===== src/rtl/input_data_buffer_pkg.sv =====
// Constants shared by the input buffer and the downstream MAC/output pipeline.
// Keeping them in one place stops the retire latency drifting from the data latency.
package input_data_buffer_pkg;

    localparam int DefaultDataInputWidth = 8;
    localparam int DefaultDepth          = 4;
    localparam int DefaultStages         = 5;

    // Pointer width carries one extra wrap bit so that full and empty are distinguishable.
    function automatic int ptrWidth(input int depth);
        return $clog2(depth) + 1;
    endfunction

endpackage


===== src/rtl/input_data_buffer_valid_tag_pipeline.sv =====
// Stages+1 bit shift chain that delays the pop indication so that it lines up
// with the result leaving the downstream pipeline.
module valid_tag_pipeline #(
    parameter int Stages = 5
) (
    input  logic clk,
    input  logic aclr,
    input  logic sclr,
    input  logic TagIn,
    output logic TagOut
);

    logic [Stages:0] tagReg;

    always_ff @(posedge clk or posedge aclr) begin
        if (aclr) begin
            tagReg <= '0;
        end else if (sclr) begin
            tagReg <= '0;
        end else begin
            tagReg <= {tagReg[Stages-1:0], TagIn};
        end
    end

    assign TagOut = tagReg[Stages];

endmodule


===== src/rtl/input_data_buffer.sv =====
// Show-ahead operand FIFO in front of the MAC pipeline, with a retire tag that
// emerges when the issued word's result leaves the output pipeline.
module input_data_buffer
    import input_data_buffer_pkg::*;
#(
    parameter int DataInputWidth = DefaultDataInputWidth,
    parameter int Depth          = DefaultDepth,
    parameter int Stages         = DefaultStages
) (
    input  logic                            clk,
    input  logic                            aclr,
    input  logic                            sclr,
    input  logic                            InValid,
    output logic                            InReady,
    input  logic [DataInputWidth-1:0]       DataIn,
    input  logic                            IssueEn,
    output logic                            IssueValid,
    output logic [DataInputWidth-1:0]       IssueData,
    output logic                            RetireValid,
    output logic [ptrWidth(Depth)-1:0]      Count,
    output logic                            Full,
    output logic                            Empty
);

    localparam int AddrW = $clog2(Depth);
    localparam int PtrW  = ptrWidth(Depth);

    logic [PtrW-1:0]           wrPtrReg;
    logic [PtrW-1:0]           rdPtrReg;
    logic [DataInputWidth-1:0] memReg [Depth];
    logic                      push;
    logic                      pop;

    assign Full  = (wrPtrReg[AddrW] != rdPtrReg[AddrW]) &&
                   (wrPtrReg[AddrW-1:0] == rdPtrReg[AddrW-1:0]);
    assign Empty = (wrPtrReg == rdPtrReg);
    assign Count = wrPtrReg - rdPtrReg;

    // No pass-through: a full buffer refuses a word even if the head leaves this cycle.
    assign InReady    = !Full;
    assign IssueValid = !Empty;
    assign IssueData  = memReg[rdPtrReg[AddrW-1:0]];

    assign push = InValid && InReady;
    assign pop  = IssueValid && IssueEn;

    always_ff @(posedge clk or posedge aclr) begin
        if (aclr) begin
            wrPtrReg <= '0;
            rdPtrReg <= '0;
        end else if (sclr) begin
            wrPtrReg <= '0;
            rdPtrReg <= '0;
        end else begin
            if (push) begin
                wrPtrReg <= wrPtrReg + 1'b1;
            end
            if (pop) begin
                rdPtrReg <= rdPtrReg + 1'b1;
            end
        end
    end

    // Storage is plain registers; contents are never reset, only the pointers are.
    for (genvar gi = 0; gi < Depth; gi++) begin : gEntry
        always_ff @(posedge clk) begin
            if (push && !sclr && (wrPtrReg[AddrW-1:0] == AddrW'(gi))) begin
                memReg[gi] <= DataIn;
            end
        end
    end

    valid_tag_pipeline #(
        .Stages (Stages)
    ) uTagPipe (
        .clk    (clk),
        .aclr   (aclr),
        .sclr   (sclr),
        .TagIn  (pop),
        .TagOut (RetireValid)
    );

endmodule

===== config.mk =====
export PLATFORM = sky130hd
export DESIGN_NAME = input_data_buffer
export DESIGN_NICKNAME = d
export VERILOG_FILES = /design/src/rtl/input_data_buffer_pkg.sv /design/src/rtl/input_data_buffer_valid_tag_pipeline.sv /design/src/rtl/input_data_buffer.sv
export SDC_FILE = /design/constraint.sdc
export NUM_CORES = 1
export LEC_CHECK = 0
export BUFFER_PORTS_ARGS = -buffer_cell sky130_fd_sc_hd__buf_4
export CORE_ASPECT_RATIO = 1.75
export CORE_MARGIN = 5
export CORE_UTILIZATION = 50
export DETAILED_ROUTE_END_ITERATION = 10
export PLACE_DENSITY = 0.74
export SYNTH_ARGS = -nofsm -noshare
export SYNTH_HDL_FRONTEND = slang
export SYNTH_SLANG_ARGS = --single-unit

===== constraint.sdc =====
create_clock -name clk -period 2.7 [get_ports clk]
set_input_delay 0.135 -clock clk [delete_from_list [all_inputs] [get_ports clk]]
set_output_delay 0.135 -clock clk [all_outputs]
set_load 0.05 [all_outputs]

**After elaboration in Yosys (flattened, before gate mapping)**

Memories as Yosys holds them, arrays and structs flattened.
Cells that the tools add are included.

- Memory bits (writable): 32
- Logic and storage cells: 52
- Input port bits: 13
- Memories: 1
- Flip-flop bits (word level): 12
- Output and inout port bits: 16

Memory list:

| name | depth | bits a word | read ports | clocked after memory_dff | write ports | RTL line | RTL |
|---|---|---|---|---|---|---|---|
| memReg | 4 | 8 | 1 | 0 | 1 | input_data_buffer.sv:30 | `logic [DataInputWidth-1:0] memReg [Depth];` |

- Reductions and logical operators: 17
- Eq/ne operators: 6
- Muxes and demuxes: 22
- Add/sub/neg operators: 3

Operator list:

| kind | count |
|---|---|
| 8-bit 2-to-1 mux | 3 |
| 8-bit OR reduction | 3 |
| 3-bit 2-to-1 mux | 4 |
| 1-bit 2-to-1 mux | 11 |
| 1-bit logical AND | 8 |
| 3-bit by 1-bit adder with 3-bit output (second input constant) | 2 |
| 2-bit 2-to-1 mux | 3 |
| 6-bit 2-to-1 mux | 1 |
| 2-bit == test (second input constant) | 2 |
| 2-bit nonzero test | 2 |
| 3-bit == test | 1 |
| 1-bit logical NOT | 3 |
| 3-bit subtractor | 1 |
| 2-bit by 1-bit == test with 1-bit output (second input constant) | 1 |
| 2-bit == test | 1 |
| 2-bit logical NOT | 1 |
| 1-bit != test | 1 |

**Longest topological paths before layout**

- Depth in word-level cells: 12
- Depth in mapped cells: 8
- Gate-level depth less buffers: 6

**Hierarchy**

From an unflattened synthesis, not the netlist that was laid out.

- Cell total of the unflattened synthesis: 124
- Area total of the unflattened synthesis: 1,949.4 um2

Modules (own cells, without submodules):

| module | times used | cells each | sequential area each (um2) | area each (um2) |
|---|---|---|---|---|
| input_data_buffer | 1 | 111 | 1,111.1 | 1,757.9 |
| valid_tag_pipeline | 1 | 13 | 150.1 | 191.4 |

**Least setup slack after synthesis**

No wires, ideal clock.

- Kind: register to register
- Start: register rdPtrReg[1]
- End: memory memReg[0][0] (netlist bit) (enable)
- Path slack: -0.545 ns
- Clock period less this slack: 3.245 ns
- Arrival: 2.967 ns
- Library setup time: 0.278 ns
- Required time: 2.422 ns
- Stages on the path, launching flop included: 9
- Path buffers: 2
- Cell sequence: dfrtp_1 > clkbuf_1 > inv_1 > ha_1 > nand2_1 > clkbuf_1 > nor2_1 > inv_1 > and3_1

- Cells in the longest elaborated chain, start to end: 12
- Elaborated cells between the ends (all ways): 26
- Those cells by class: eq/ne (1); mux (14); reduce/logical (11)

Ends and longest elaborated chain:

| what | RTL line | RTL |
|---|---|---|
| from (decl) | input_data_buffer.sv:29 | `logic [PtrW-1:0] rdPtrReg;` |
| from (signal assigned) | input_data_buffer.sv:59 | `rdPtrReg <= rdPtrReg + 1'b1;` |
| 2-bit == test * | input_data_buffer.sv:35 | `(wrPtrReg[AddrW-1:0] == rdPtrReg[AddrW-1:0]);` |
| 1-bit logical AND * | input_data_buffer.sv:34 | `assign Full = (wrPtrReg[AddrW] != rdPtrReg[AddrW]) &&` |
| net Full | input_data_buffer.sv:21 | `output logic Full,` |
| 1-bit logical NOT * | input_data_buffer.sv:40 | `assign InReady = !Full;` |
| net InReady | input_data_buffer.sv:14 | `output logic InReady,` |
| 1-bit logical AND * | input_data_buffer.sv:44 | `assign push = InValid && InReady;` |
| 1-bit logical AND * | input_data_buffer.sv:67 | `if (push && !sclr && (wrPtrReg[AddrW-1:0] == AddrW'(gi))) begin` |
| 1-bit logical AND | input_data_buffer.sv:67 |  |
| 1-bit 2-to-1 mux | input_data_buffer.sv:67 |  |
| 1-bit 2-to-1 mux (implied by the code) | input_data_buffer.sv:68 | `memReg[gi] <= DataIn;` |
| 8-bit OR reduction (no source line) | n/a |  |
| 2-bit 2-to-1 mux (no source line) or 1-bit 2-to-1 mux (tied branches) (3 in series) | n/a |  |
| to (decl) | input_data_buffer.sv:30 |  |

The timed path passes the listed nets; every way through them passes the cells marked *.

**Final worst setup path**

- Start: register wrPtrReg[0]
- End: memory memReg[1][5] (netlist bit) (enable)

- Cells in the longest elaborated chain, start to end: 12
- Elaborated cells between the ends (all ways): 30
- Those cells by class: eq/ne (4); mux (14); reduce/logical (12)

Ends and longest elaborated chain:

| what | RTL line | RTL |
|---|---|---|
| from (decl) | input_data_buffer.sv:28 | `logic [PtrW-1:0] wrPtrReg;` |
| from (signal assigned) | input_data_buffer.sv:56 | `wrPtrReg <= wrPtrReg + 1'b1;` |
| 2-bit == test | input_data_buffer.sv:35 |  |
| 1-bit logical AND | input_data_buffer.sv:34 |  |
| 1-bit logical NOT | input_data_buffer.sv:40 |  |
| 1-bit logical AND | input_data_buffer.sv:44 |  |
| 1-bit logical AND (2 in series) | input_data_buffer.sv:67 |  |
| 1-bit 2-to-1 mux | input_data_buffer.sv:67 |  |
| 1-bit 2-to-1 mux (implied by the code) | input_data_buffer.sv:68 |  |
| 8-bit OR reduction (no source line) | n/a |  |
| 2-bit 2-to-1 mux (no source line) or 1-bit 2-to-1 mux (tied branches) (3 in series) | n/a |  |

Several ways; a longest one is shown, not always the timed one.

==> results by group <==
Outcome
  • Outcome: completed

Yosys
  • Post-Syn Area per Cell: 15.7 um^2
  • Synth Instances: 122
  • Net count after synthesis: 143
  • Most frequently used flop master after synthesis: sky130_fd_sc_hd__edfxtp_1
  • Flop and latch count out of synthesis: 44
  • Count of cell types in the netlist: 29
  • Summed instance area of the synthesized netlist: 1910 um^2
  • Part of the Yosys area used for sequential elements: 0.659
  • Number of enable-type register cells in the synthesized netlist: 32
  • Number of warnings printed during yosys synthesis: 0
  • Share of flip-flops with an asynchronous set or reset after synthesis: 0.273

Detailed routing
  • Final Routed Wirelength: 3420 um
  • Average vias per placed instance: 5.52
  • Average wire per standard cell: 16.8 um
  • Initial DRC Count: 18
  • Post-route antenna net violation count: 0
  • Pre-antenna DRT Iters: 4
  • DR DRC count: 0
  • Routed via count: 1,127

Setup path
  • Arr. time, crit path: 2.09 ns
  • Slowest cell on the critical path: sky130_fd_sc_hd__dfrtp_1
  • Crit Path Class: reg -> reg
  • Maximum single-stage delay on the critical path: 0.42 ns
  • Minimum setup slack among reg-to-reg paths: 0.56 ns
  • Sort of element at the end of the critical path: register
  • Worst-path fanout max: 11
  • Cells along the critical path: inv_1 > ha_1 > nand2_1 > nor2_4 > clkinvlp_4 > and3_1
  • Required time of the critical path: 2.65 ns
  • Crit path launch type: register

Placed design
  • Pre-CTS WS: 0.570 ns
  • Total cell area at the placement stage: 2200 um^2
  • Total half-perimeter wirelength after legalization and detailed placement: 2520 um
  • Last weighted congestion value of the routability-driven placer: 0.747
  • Number of port buffers: 28

CTS
  • Post-CTS Setup Inserts: 0
  • Number of buffers on the longest clock path: 2
  • Count of clock tree sinks: 44
  • Count of H-tree levels built during CTS: 2
  • Clock buffers created by TritonCTS: 5
  • Count of hold-fix buffers inserted at cts: 1
  • Root buffer cell: sky130_fd_sc_hd__clkbuf_8
  • TritonCTS clock tree: yes
  • Worst-skew pair later-pin latency: 0.29 ns
  • Number of instances resized during post-cts repair: 0
  • Reg clk slew, reported paths: 0.08 ns

Die
  • Die Span X: 56.8 um
  • Ports placed on the boundary: 29
  • Y dimension of the die: 91.8 um
  • Area of the core region: 3660 um^2
  • Effective utilization at floorplan: 0.522
  • DIE AREA: 5210 um^2
  • Number of standard-cell rows in the floorplan: 29

Timing
  • Setup repair after global routing missed its margin: false
  • Worst slew pin tran: 0.481 ns
  • Setup TNS: 0 ns
  • Top achievable clock speed: 466 MHz
  • Max Transition Viols Final: 0
  • Count of final hold-check violations: 0
  • Post-layout minimum cycle time: 2.14 ns
  • Number of endpoints failing setup at the final stage: 0
  • Post-route setup slack: 0.556 ns
  • Setup skew after layout: 0.00395 ns
  • Hold_ws: 0.0416 ns
  • Share of the cycle needed by the critical path after routing: 0.794
  • Relative slew margins: 0.679

Power and ir drop
  • Comb power frac: 0.542
  • Switching power of the nets: 1.24 mW
  • Internal power: 1.46 mW
  • Power Density: 1180 nW/um^2
  • Leakage power figure: 0.911 nW
  • Sequential power share: 0.314
  • Net switching share of the total power: 0.458
  • Power share of the clock group: 0.144
  • Worst vdd rail ir drop: 1.25 mV

Layout
  • Fraction of layout instances using a drive strength above 1: 0.304
  • Number of inserted filler cells in the final layout: 276
  • Top library cells by usage in the layout, fill and taps aside: 32 x sky130_fd_sc_hd__buf_4, 32 x sky130_fd_sc_hd__edfxtp_1, 12 x sky130_fd_sc_hd__dfrtp_1
  • Area Overhead vs Synth: 20.0%
  • Area of the multi-input gates: 609 um^2
  • Footprint of the flip-flops and latches: 1260 um^2
  • Number of nets in the finished design: 178
  • Post-route cell area: 2300 um^2
  • # diodes: 0
  • Final Core Density: 0.626

Flow run
  • Max-capacitance violation count: 0

Global route
  • GRT Total Usage: 0.147
  • Maximum number of pins on one net before global-route repair: 25
  • Vias in the first global route: 1,216
  • Antenna violations before repair: 0
  • Total gr overflow: 0
  • Global-route wire length before repair: 5870 um

Hold path
  • Class of the tightest hold or removal check: in -> reg
through the flow:
| stage | std cells | total power [mW] |
|---|---|---|
| 6_report | 204 | 2.70 |
| 5_1_grt | 204 | 2.85 |
| 4_1_cts | 204 | 2.72 |
| 3_5_place_dp | 195 | 2.33 |
| 3_3_place_gp | 195 | 2.31 |
| 2_1_floorplan | 122 | 1.94 |
final timing paths:
path                            cells after the start            endpoint                from
worst max-delay path                                6        memReg[1][5]         wrPtrReg[0]
worst min-delay path                                1        memReg[0][5]           DataIn[5]
worst max register to register                      6        memReg[1][5]         wrPtrReg[0]
worst min register to register                      1  uTagPipe.tagReg[5]  uTagPipe.tagReg[4]
max in group asynchronous                           3         rdPtrReg[1]                aclr
min in group asynchronous                           3  uTagPipe.tagReg[5]                aclr
power by group through the flow:
| stage | clock network [mW] | logic (mW) | registers, mW |
|---|---|---|---|
| global placement | 0 | 1.45 | 0.861 |
| CTS | 0.396 | 1.48 | 0.851 |
| detailed placement | 0 | 1.47 | 0.865 |
| global route | 0.428 | 1.57 | 0.859 |
| finish | 0.388 | 1.46 | 0.849 |
| floorplan | 0 | 1.08 | 0.859 |
synthesized netlist by cell type, types with 2 or more instances:
master	count	area [um^2]
sky130_fd_sc_hd__nand2_1	5	18.8
sky130_fd_sc_hd__a31oi_1	2	12.5
sky130_fd_sc_hd__a21oi_1	2	10.0
sky130_fd_sc_hd__xnor2_1	2	17.5
sky130_fd_sc_hd__mux4_2	8	180
sky130_fd_sc_hd__and3_1	4	25.0
sky130_fd_sc_hd__edfxtp_1	32	961
sky130_fd_sc_hd__ha_1	7	87.6
sky130_fd_sc_hd__nand4b_1	2	17.5
sky130_fd_sc_hd__or4_1	3	22.5
sky130_fd_sc_hd__nor3_1	2	10.0
sky130_fd_sc_hd__a211o_1	2	17.5
sky130_fd_sc_hd__nor2b_1	6	37.5
sky130_fd_sc_hd__nor3b_1	3	22.5
sky130_fd_sc_hd__inv_1	8	30.0
sky130_fd_sc_hd__clkbuf_1	4	15.0
sky130_fd_sc_hd__nor2_1	3	11.3
sky130_fd_sc_hd__nand3_1	4	20.0
sky130_fd_sc_hd__and4b_1	2	20.0
sky130_fd_sc_hd__dfrtp_1	12	300
layout make-up:
cell class | count | share of cell area
multi-input combinational | 65 | 0.265
timing repair buffer | 33 | 0.109
tap | 46 | 0.0251
clock buffer | 6 | 0.0316
clock inverter | 2 | 0.00490
inverter | 8 | 0.0147
sequential | 44 | 0.549
per-layer routing:
metal	track usage	part of all wire	wire length, um	up-vias
met1	0.161	0.37	1270	557
met3	0.0379	0.055	188	5
met2	0.255	0.55	1890	31
met5	0	0	0	-
li1	-	-	-	534
met4	0.0793	0.019	65	0
worst max-delay path: cells and delay by family (launching register included):
kind / cells / cell delay (ns)
AND/OR/NAND/NOR: 3 / 0.81
flip-flops: 1 / 0.42
adder cells (fa/ha/maj): 1 / 0.37
buffers and inverters: 2 / 0.20
cells by family after synthesis:
family / after synthesis / synth area share
xor+xnor: 3 / 0.0137
compound gates: 7 / 0.0255
fa+ha+maj: 8 / 0.0562
flops: 44 / 0.659
simple gates: 39 / 0.125
mux: 8 / 0.0942
buf+inv: 13 / 0.0262
registers in the layout, indices dropped and copies added (netlist names):
| signal | flops |
|---|---|
| memReg | 32 |
| uTagPipe.tagReg | 6 |
| rdPtrReg | 3 |
| wrPtrReg | 3 |
Power figures use the tool's default switching activity.
